[config.mk]
export PLATFORM = sky130hd
export DESIGN_NAME = apb_master_bridge
export DESIGN_NICKNAME = d
export VERILOG_FILES = /design/src/rtl/apb_master_bridge.sv
export SDC_FILE = /design/constraint.sdc
export NUM_CORES = 1
export LEC_CHECK = 0
export ABC_AREA = 1
export CELL_PAD_IN_SITES_DETAIL_PLACEMENT = 1
export CELL_PAD_IN_SITES_GLOBAL_PLACEMENT = 1
export CORE_ASPECT_RATIO = 0.8
export CORE_MARGIN = 10
export CORE_UTILIZATION = 28
export DETAILED_ROUTE_END_ITERATION = 10
export GPL_TIMING_DRIVEN = 0
export HOLD_SLACK_MARGIN = 0.12
export PLACE_DENSITY_LB_ADDON = 0.1
export SLEW_MARGIN = 25
export SYNTH_ARGS = -nofsm -noshare
export SYNTH_HDL_FRONTEND = slang
export SYNTH_SLANG_ARGS = --single-unit
[constraint.sdc]
create_clock -name pclk -period 1.3 [get_ports pclk]
set_input_delay 0.26 -clock pclk [delete_from_list [all_inputs] [get_ports pclk]]
set_output_delay 0.26 -clock pclk [all_outputs]
set_load 0.05 [all_outputs]
[src/rtl/apb_master_bridge.sv]
// APB master bridge: turns a valid/ready command stream into APB
// SETUP/ACCESS transfers and returns one response per command.
//
// Ports:
//   pclk, preset          clock, async active-low reset
//   cmd_valid/cmd_ready   command handshake (ready only in IDLE)
//   cmd_write/addr/wdata  command payload
//   rsp_valid/rsp_ready   response handshake (held until accepted)
//   rsp_rdata, rsp_err    read data (0 for writes/errors), timeout flag
//   psel..pwdata          registered APB master outputs
//   pready, prdata        APB slave inputs
module apb_master_bridge #(
    parameter int ADDR_W  = 8,
    parameter int DATA_W  = 8,
    parameter int RD_LAT  = 1,
    parameter int TIMEOUT = 16
) (
    input  logic              pclk,
    input  logic              preset,
    input  logic              cmd_valid,
    output logic              cmd_ready,
    input  logic              cmd_write,
    input  logic [ADDR_W-1:0] cmd_addr,
    input  logic [DATA_W-1:0] cmd_wdata,
    output logic              rsp_valid,
    input  logic              rsp_ready,
    output logic [DATA_W-1:0] rsp_rdata,
    output logic              rsp_err,
    output logic              psel,
    output logic              penable,
    output logic              pwrite,
    output logic [ADDR_W-1:0] paddr,
    output logic [DATA_W-1:0] pwdata,
    input  logic              pready,
    input  logic [DATA_W-1:0] prdata
);

    localparam int CNT_W = (TIMEOUT > 2) ? $clog2(TIMEOUT) : 1;
    localparam int LAT_W = (RD_LAT > 2) ? $clog2(RD_LAT) : 1;

    typedef enum logic [2:0] {
        IDLE,
        SETUP,
        ACCESS,
        RDWAIT,
        RESP
    } state_t;

    state_t state, state_n;

    logic [CNT_W-1:0] tcnt;
    logic [LAT_W-1:0] lcnt;
    logic accept, done, tout, capture, rsp_hs;

    assign cmd_ready = (state == IDLE);

    always_ff @(posedge pclk or negedge preset) begin
        if (!preset) state <= IDLE;
        else         state <= state_n;
    end

    always_comb begin
        state_n = state;
        accept  = 1'b0;
        done    = 1'b0;
        tout    = 1'b0;
        capture = 1'b0;
        rsp_hs  = 1'b0;
        unique case (state)
            IDLE: begin
                if (cmd_valid) begin
                    accept  = 1'b1;
                    state_n = SETUP;
                end
            end
            SETUP: state_n = ACCESS;
            ACCESS: begin
                if (pready) begin
                    done = 1'b1;
                    if (pwrite) begin
                        state_n = RESP;
                    end else if (RD_LAT == 0) begin
                        capture = 1'b1;
                        state_n = RESP;
                    end else begin
                        state_n = RDWAIT;
                    end
                end else if (tcnt == CNT_W'(TIMEOUT - 1)) begin
                    tout    = 1'b1;
                    state_n = RESP;
                end
            end
            RDWAIT: begin
                // slave registers prdata; sample it after RD_LAT cycles
                if (lcnt == LAT_W'(RD_LAT - 1)) begin
                    capture = 1'b1;
                    state_n = RESP;
                end
            end
            RESP: begin
                if (rsp_ready) begin
                    rsp_hs  = 1'b1;
                    state_n = IDLE;
                end
            end
            default: state_n = IDLE;
        endcase
    end

    always_ff @(posedge pclk or negedge preset) begin
        if (!preset) begin
            psel      <= 1'b0;
            penable   <= 1'b0;
            pwrite    <= 1'b0;
            paddr     <= '0;
            pwdata    <= '0;
            rsp_valid <= 1'b0;
            rsp_rdata <= '0;
            rsp_err   <= 1'b0;
            tcnt      <= '0;
            lcnt      <= '0;
        end else begin
            // APB strobes follow the next state so they are flop outputs
            psel      <= (state_n == SETUP) || (state_n == ACCESS);
            penable   <= (state_n == ACCESS);
            rsp_valid <= (state_n == RESP);
            if (accept) begin
                pwrite    <= cmd_write;
                paddr     <= cmd_addr;
                pwdata    <= cmd_wdata;
                rsp_rdata <= '0;
                tcnt      <= '0;
            end else if (state == ACCESS && !pready) begin
                tcnt <= tcnt + 1'b1;
            end
            if (done)                 lcnt <= '0;
            else if (state == RDWAIT) lcnt <= lcnt + 1'b1;
            if (capture) rsp_rdata <= prdata;
            if (tout) begin
                rsp_err   <= 1'b1;
                rsp_rdata <= '0;
            end
            if (rsp_hs) begin
                rsp_err   <= 1'b0;
                rsp_rdata <= '0;
            end
        end
    end

endmodule

Yosys cells after proc, flatten, opt, wreduce, memory -nomap -nowiden
Cells that the tools add are included.

word-level totals
  bits in writable memories = 0
  output and inout port bits = 30
  memories = 0
  bits in read-only memories = 0
  bits in latches = 0
  bits in registers = 37
  word-level logic and storage cells = 57

operators by class
  $add $sub $neg = 2
  multipliers = 0
  div/mod/pow operators = 0
  bitwise logic cells = 0
  multiplexer cells = 28
  equal/unequal tests = 8
  reduce and logical (&&, ||, !) cells = 8
  shifts and indexed selects = 0
  $lt $le $gt $ge = 0

operators with widths
  operator                                                          number
  8-bit two-way mux                                                 4
  3-bit two-way mux                                                 6
  1-bit two-way mux                                                 15
  3-bit case mux with 5 select lines                                1
  3-bit by 2-bit == test with 1-bit output (second input constant)  3
  4-bit two-way mux                                                 2
  3-bit by 1-bit == test with 1-bit output (second input constant)  2
  3-bit == test (second input constant)                             2
  2-bit nonzero test                                                3
  4-bit by 1-bit adder with 4-bit output (second input constant)    1
  4-bit == test (second input constant)                             1
  4-bit nonzero test                                                1
  3-bit logical NOT                                                 1
  1-bit adder (second input constant)                               1
  1-bit logical AND                                                 1
  1-bit logical NOT                                                 1
  1-bit logical OR                                                  1

Logic depth before layout (Yosys ltp)
Gate-level depths: netlist (run 1).

  depth in word-level cells = 6
  mapped depth = 8
  gate-level depth less buffers = 8

Least setup slack after synthesis (run 1)
OpenSTA, ideal clock, no wires.

  path type = flip-flop to output port
  start = register state[1]
  end = output cmd_ready
  arrival = 1.582 ns
  path buffers = 1
  cell stages (with the launch flop) = 3
  data required time = 1.040 ns
  setup slack = -0.542 ns
  cell sequence = dfrtp_1 buf_2 nor3_1

between the ends
  word-level cells in the longest chain between the ends = 1

RTL lines
  item                      RTL line  text
  start: declaration        49        state_t state, state_n;
  start signal: assignment  59        else state <= state_n;
  3-bit logical NOT         55        assign cmd_ready = (state == IDLE);
  end: declaration          21        output logic cmd_ready,

Every way passes these cells.

Final worst setup path (run 1)
Ends and elaborated chain as after synthesis.

==> impl_metrics.csv, run 1 <==
group,metric,value,unit
sta,hold_viol_final,0,
clock_tree,cts-root-buf,"clkbuf_8",
setup_path,crit_top_cell,"buf_6",
synthesis,synth_xor_xnor_area_share,0,%
synthesis,yosys.area_share.adder,0.791,%
die,ioPinCount,60,
place,dp_hpwl,3570,um
synthesis,ys_ff_latch,37,
setup_path,critPathKind,"register to output pin",
clock_tree,clock_sinks,37,
sta,drv_slew,0,
place,dp.cells,320,
power_and_ir_drop,power,7510,uW
die,dieArea,9080,um^2
setup_path,worst_ep_arrival_time,1.14,ns
sta,finalWorstSetupSlack,-0.102,ns
clock_tree,cts_tree,"yes",
setup_path,r2r_slack,-0.09,ns
die,die_width,104,um
clock_tree,worstSkewPairLatency,0.30,ns
setup_path,crit-reg2reg-launch,"state[1]",
synthesis,yosysSeqAreaShare,58.5,%
setup_path,rr_worst_depth,8,
setup_path,cp_slowest_cell,"dfrtp_1",
setup_path,end_kind,"output pin",
clock_tree,clk_pin_slew_worst_paths,0.09,ns
die,die_h,87.2,um
clock_tree,cts_buffer_depth,2,
synthesis,avgSynthCellArea,8.70,um^2
route,wl_per_cell,15.4,um
grt,antenna_found_initial,0,
grt,grt_pass1_vias,1610,
sta,tightestPinTransition,0.400,ns
sta,slew_headroom,73.3,%
sta,grt_setup_unrepaired,"true",
setup_path,worstPathMaxFanout,7,
setup_path,crit_path_max_incr_delay,0.38,ns
synthesis,synth.net_count,213,
setup_path,worst-path-buf-inv,2,
clock_tree,cts_buffers,5,
synthesis,synth_area_leaders,"dfrtp_1 (58%), nand2_1 (12%), o21ai_0 (6.0%), inv_1 (5.9%), nand3_1 (4.7%)",
final_layout,drive_above_1_share,44.9,%
synthesis,synth_top_family_by_area,"simple AND/OR/NAND/NOR gates",
power_and_ir_drop,leakagePower,0.00137,uW
route,drc,0,
sta,max_freq,713,MHz
grt,grt_max_degree,28,
min_path,min-delay-path-class,"input port to asynchronous set/reset pin",
grt,grt_usage,11.1,%
outcome,violations,"setup timing",
place,numPortBuffers,59,
sta,finalCritPeriodShare,108,%
final_layout,area_delta_synth_final,73.2,%
power_and_ir_drop,irDropWorstVdd,0.968,mV
job,cap_violations,0,
outcome,outcome,"complete, but fails checks",
grt,grt_pass1_wl,8060,um
final_layout,nNetsFinal,295,
route,drt_iter0_markers,19,
sta,finalSetupViolations,21,
die,core.rowCount,24,
final_layout,layout.cells.non_filler,343,
grt,grt_overflow,0,
clock_tree,htree_levels,2,
route,via_per_inst,4.37,
setup_path,cp_data_required_time,1.04,ns
synthesis,synth_compound_area_share,10.4,%
synthesis,muxShareOfSynthArea,0,%
die,start_util,29.0,%
synthesis,yosysWarnings,0,
route,dr.pass1.iters,4,
sta,min_period,1.40,ns
synthesis,synth_top_area_share,58.5,%
synthesis,synth_simple_gate_area_share,21.7,%
synthesis,yosysTopAreaCell,"dfrtp_1",
final_layout,nFillCells,642,
final_layout,antenna_cells,0,
setup_path,critical_path.top_delay_family,"flip-flops",
setup_path,critPathLaunchType,"register",
place,gp_congestion,0.704,
synthesis,syn-instance-count,182,
setup_path,path_cells,"buf_6 > nor3_4 > buf_6",
die,core_area,5470,um^2
route,routed_wl,5280,um
route,drtAntennaViolNets,0,
setup_path,r2r_end,"psel",
power_and_ir_drop,p_per_area,2740,nW/um^2
route,num_vias,1499,
sta,finClkSkew,0.0117,ns
synthesis,syn_area,1580,um^2
synthesis,netlist-cell-type-count,20,
[final cells by class]
type,instances,area (um^2),share of cell area [%]
Sequential cell,37,928,33.9
Multi-Input combinational cell,111,795,29.0
Timing Repair Buffer,74,614,22.4
Inverter,30,119,4.34
Tap cell,78,97.6,3.56
Clock buffer,6,82.6,3.01
Buffer,5,67.6,2.46
Clock inverter,2,37.5,1.37
[metrics by stage]
| stage | setup slack (ns) | cell area [um^2] | hold WS [ns] | util [%] | TNS, ns |
|---|---|---|---|---|---|
| floorplan | 0.0777 | 1590 | -0.0356 | - | 0 |
| global placement | -1.01 | 2280 | 0.465 | 41.8 | -47.53 |
| detailed placement | -0.489 | 2300 | 0.166 | 42.0 | -10.50 |
| CTS | -0.101 | 2460 | 0.379 | 45.0 | -0.544 |
| global route | -0.160 | 2740 | 0.393 | 50.2 | -2.51 |
| finish | -0.102 | 2740 | 0.368 | 50.2 | -0.750 |
[kinds of logic after synthesis]
logic type,after synthesis
buffers and inverters,35
DFF,37
adders and majority gates,1
AOI/OAI and AO/OA,29
and+or+nand+nor,80
[report_power, final]
| part | internal, uW | switching [uW] |
|---|---|---|
| sequential | 1640 | 373 |
| clock | 625 | 456 |
| combinational | 1450 | 2960 |
[routing by layer]
metal / wire length (um) / global-route usage (%)
met1: 2400 / 13.6
met2: 2460 / 17.1
met3: 360 / 4.96
met4: 60 / 3.40
met5: 0 / 0
[worst register-to-register path, stage by stage, from the launching register on]
cell	delay [ns]
dfrtp_1	0.38
buf_6	0.14
nor2_4	0.14
nand3_4	0.19
buf_8	0.21
nand2_4	0.06
nor2_2	0.05
nand2_2	0.06
nand2_1	0.05
[cells in the mapped netlist]
library cell,n
a21oi_1,5
a21oi_4,1
buf_2,2
buf_4,1
clkbuf_1,2
clkinv_1,1
dfrtp_1,37
ha_1,1
inv_1,25
inv_2,4
nand2_1,50
nand3_1,15
nand3_2,2
nand4_1,1
nor2_1,8
nor2_2,3
nor3_1,1
o2111ai_1,2
o21ai_0,19
o21ai_1,2
[repair_timing]
item	CTS	global route
buffers inserted	0	10
hold endpoints to repair	10	0
gates cloned	1	3
hold buffers	1	0
gates resized for setup	139	114
setup endpoints to repair	62	49
pin swaps	2	10
[placed cells by master (no fill, tap or decap), types with 2 or more instances in the layout]
| cell type | instances |
|---|---|
| nand2_1 | 28 |
| nand3_1 | 7 |
| a21oi_1 | 4 |
| nor2_1 | 4 |
| buf_4 | 9 |
| nand2_4 | 8 |
| dfrtp_1 | 35 |
| nand2_2 | 14 |
| nand3_2 | 7 |
| buf_6 | 4 |
| inv_1 | 24 |
| buf_2 | 30 |
| clkbuf_8 | 6 |
| nand3_4 | 3 |
| o21ai_2 | 9 |
| a21oi_4 | 2 |
| clkinvlp_4 | 2 |
| o21ai_1 | 10 |
| inv_2 | 4 |
| o21ai_0 | 2 |
| o2111ai_1 | 2 |
| clkbuf_16 | 2 |
| buf_8 | 3 |
| nor2_4 | 6 |
| dfrtp_2 | 2 |
| clkdlybuf4s50_1 | 27 |
[how the worst max path moves through the flow]
stage	start	endpoint	slack [ns]	cells after the start
finish	state[1]	cmd_ready	-0.10	3
detailed placement	state[1]	cmd_ready	-0.49	3
global placement	preset	rsp_rdata[2]	-1.01	1
global route	state[1]	psel	-0.16	8
floorplan	state[1]	cmd_ready	0.08	2
CTS	state[1]	cmd_ready	-0.10	3
[sequential cells by signal, indices dropped and copies added, names as in the netlist]
| name | cells |
|---|---|
| rsp_err | 1 |
| penable | 1 |
| psel | 1 |
| lcnt | 1 |
| pwrite | 1 |
| tcnt | 4 |
| paddr | 8 |
| rsp_valid | 1 |
| pwdata | 8 |
| state | 3 |
| rsp_rdata | 8 |
(Power assumes the default switching activity.)
==> run 2, diff against run 1 <==
--- a/config.mk
+++ b/config.mk
@@ -15,7 +15,8 @@
 export GPL_TIMING_DRIVEN = 0
 export HOLD_SLACK_MARGIN = 0.12
 export PLACE_DENSITY_LB_ADDON = 0.1
-export SLEW_MARGIN = 25
+export SKIP_LAST_GASP = 1
+export SLEW_MARGIN = 20
 export SYNTH_ARGS = -nofsm -noshare
 export SYNTH_HDL_FRONTEND = slang
 export SYNTH_SLANG_ARGS = --single-unit
==> run 2 against run 1 <==
The run still ends with setup timing left. First-iteration DRC count up 16%. Setup slack gained 0.014 ns. Hold slack lost 0.018 ns. Utilization shrank 0.57 points. Combinational power hardly changed. Global-route usage is 0.16 points lower. Maximum frequency up 1.0%. Sequential share of layout area increased by 0.39 points. Routed wire length increased by 2.3%. Clock-buffer cell count unchanged. Non-clock buffer count up 3. Via count down 0.33%.
==> impl_metrics.csv, run 2 (synthesized netlist as in run 1, its figures left out) <==
group,metric,value,unit
outcome,outcome,"complete, but fails checks",
outcome,violations,"setup timing",
setup_path,worst_ep_arrival_time,1.13,ns
route,drtAntennaViolNets,0,
power_and_ir_drop,power.clock.fraction,11.2,%
power_and_ir_drop,power.switching,3690,uW
die,start_util,29.0,%
setup_path,cp_slowest_cell,"dfrtp_2",
setup_path,worstPathMaxFanout,3,
final_layout,nNetsFinal,298,
place,dp_hpwl,3640,um
clock_tree,htree_levels,2,
sta,tightestPinTransition,0.439,ns
sta,hold_viol_final,0,
die,ioPinCount,60,
route,via_per_inst,4.32,
setup_path,critPathLaunchType,"register",
final_layout,antenna_cells,0,
place,numPortBuffers,59,
grt,antenna_found_initial,0,
clock_tree,clock_sinks,37,
power_and_ir_drop,p_per_area,2650,nW/um^2
sta,finalSetupViolations,26,
die,core.rowCount,24,
die,die_width,104,um
power_and_ir_drop,p_sw_share,51.3,%
die,dieArea,9080,um^2
setup_path,critPathKind,"register to output pin",
clock_tree,worstSkewPairLatency,0.28,ns
sta,finalWorstSetupSlack,-0.0881,ns
final_layout,final_core_util,49.6,%
power_and_ir_drop,leakagePower,0.00137,uW
sta,slew_headroom,70.7,%
route,drt_iter0_markers,22,
clock_tree,cts-root-buf,"clkbuf_8",
route,dr.pass1.iters,4,
setup_path,path_cells,"nor3_4 > buf_6",
job,cap_violations,0,
sta,finClkSkew,0.00546,ns
setup_path,crit_path_max_incr_delay,0.46,ns
final_layout,layout_common_cells,"nand2_1 (38), dfrtp_1 (35), clkdlybuf4s50_1 (27)",
power_and_ir_drop,irDropWorstVdd,0.914,mV
sta,max_freq,720,MHz
final_layout,drive_above_1_share,38.8,%
power_and_ir_drop,internal-power,3500,uW
sta,finalCritPeriodShare,107,%
grt,grt_pass1_vias,1540,
clock_tree,cts_tree,"yes",
die,die_h,87.2,um
grt,grt_pass1_wl,8010,um
power_and_ir_drop,combPwrFrac,61.4,%
route,routed_wl,5410,um
power_and_ir_drop,pwr-share-seq,27.4,%
clock_tree,clk_pin_slew_worst_paths,0.07,ns
grt,grt_overflow,0,
sta,grt_setup_unrepaired,"true",
sta,worst_hold_slack,0.350,ns
clock_tree,cts_buffer_depth,2,
setup_path,cp_data_required_time,1.04,ns
final_layout,final_common_cell,"nand2_1",
grt,grt_usage,10.9,%
route,wl_per_cell,15.6,um
setup_path,end_kind,"output pin",
die,core_area,5470,um^2
clock_tree,cts_buffers,5,
place,gp_congestion,0.704,
sta,drv_slew,0,
final_layout,area_delta_synth_final,71.2,%
route,num_vias,1494,
min_path,min-delay-path-class,"input port to asynchronous set/reset pin",
sta,min_period,1.39,ns
final_layout,top_regs,"paddr (8), pwdata (8), rsp_rdata (8)",
route,drc,0,
grt,grt_max_degree,32,
[run 2: changes by cell type in the layout (fill, tap and decap cells not counted), moves of 4 or more]
cell	before	now
nand2_1	28	38
o21ai_2	9	4
buf_2	30	26
buf_6	4	9
nand2_4	8	3
nand2_2	14	9
[run 2: cell type report]
class	count	area (um^2)
flip-flops and latches	37	928
plain buffers	5	67.6
repair buffers	77	677
fillers	660	2760
well taps	78	97.6
inverters	30	125
clock buffers	6	72.6
multi-input cells	111	727
clock inverters	2	15.0
[run 2: power by group through the flow]
| stage | clock [uW] | combinational, uW | sequential, uW |
|---|---|---|---|
| after detailed placement | 0 | 3710 | 1950 |
| after global placement | 0 | 3690 | 1930 |
| final | 805 | 4420 | 1970 |
| after CTS | 833 | 3660 | 1930 |
| after global routing | 891 | 4750 | 2040 |
| after floorplan | 0 | 994 | 3320 |
[run 2: timing repair]
item                                    in CTS  in global routing
buffers inserted                             0                 13
gates cloned                                 2                  2
gates resized for setup                    131                106
hold buffers                                 1                  0
endpoints found under the setup margin      62                 50
hold endpoints to repair                    37                  0
pin swaps                                    3                 13
[run 2: metrics by stage]
step,setup TNS (ns),instances,area [um^2],total power (uW),setup WS (ns)
after global placement,-47.53,319,2280,5620,-1.01
after detailed placement,-10.33,320,2300,5660,-0.487
after floorplan,0,182,1590,4310,0.0777
final,-0.941,346,2710,7190,-0.0881
after global routing,-3.15,346,2710,7690,-0.140
after CTS,-0.457,331,2440,6430,-0.112
[run 2: critical path: cells and delay by family (launching register included)]
family | cells | cell delay, ns
simple gates | 1 | 0.21
flops | 1 | 0.46
buf+inv | 1 | 0.18
[run 2: worst paths after layout]
| path | startpoint | end | slack (ns) | cells after the start |
|---|---|---|---|---|
| hold / removal | preset | tcnt[0] | 0.35 | 2 |
| max in group asynchronous | preset | state[0] | 0.53 | 3 |
| setup reg to reg | state[1] | rsp_rdata[6] | -0.06 | 8 |
| hold reg to reg | paddr[7] | paddr[7] | 0.48 | 2 |
| min in group pclk | paddr[7] | paddr[7] | 0.48 | 2 |
| setup / recovery | state[0] | cmd_ready | -0.09 | 2 |
[run 2: per-layer routing]
metal / vias up / routed length, um / GRT usage [%]
li1: 742 / - / -
met3: 2 / 389 / 5.25
met4: 0 / 14 / 2.65
met5: - / 0 / 0
met2: 32 / 2640 / 16.9
met1: 718 / 2360 / 13.4
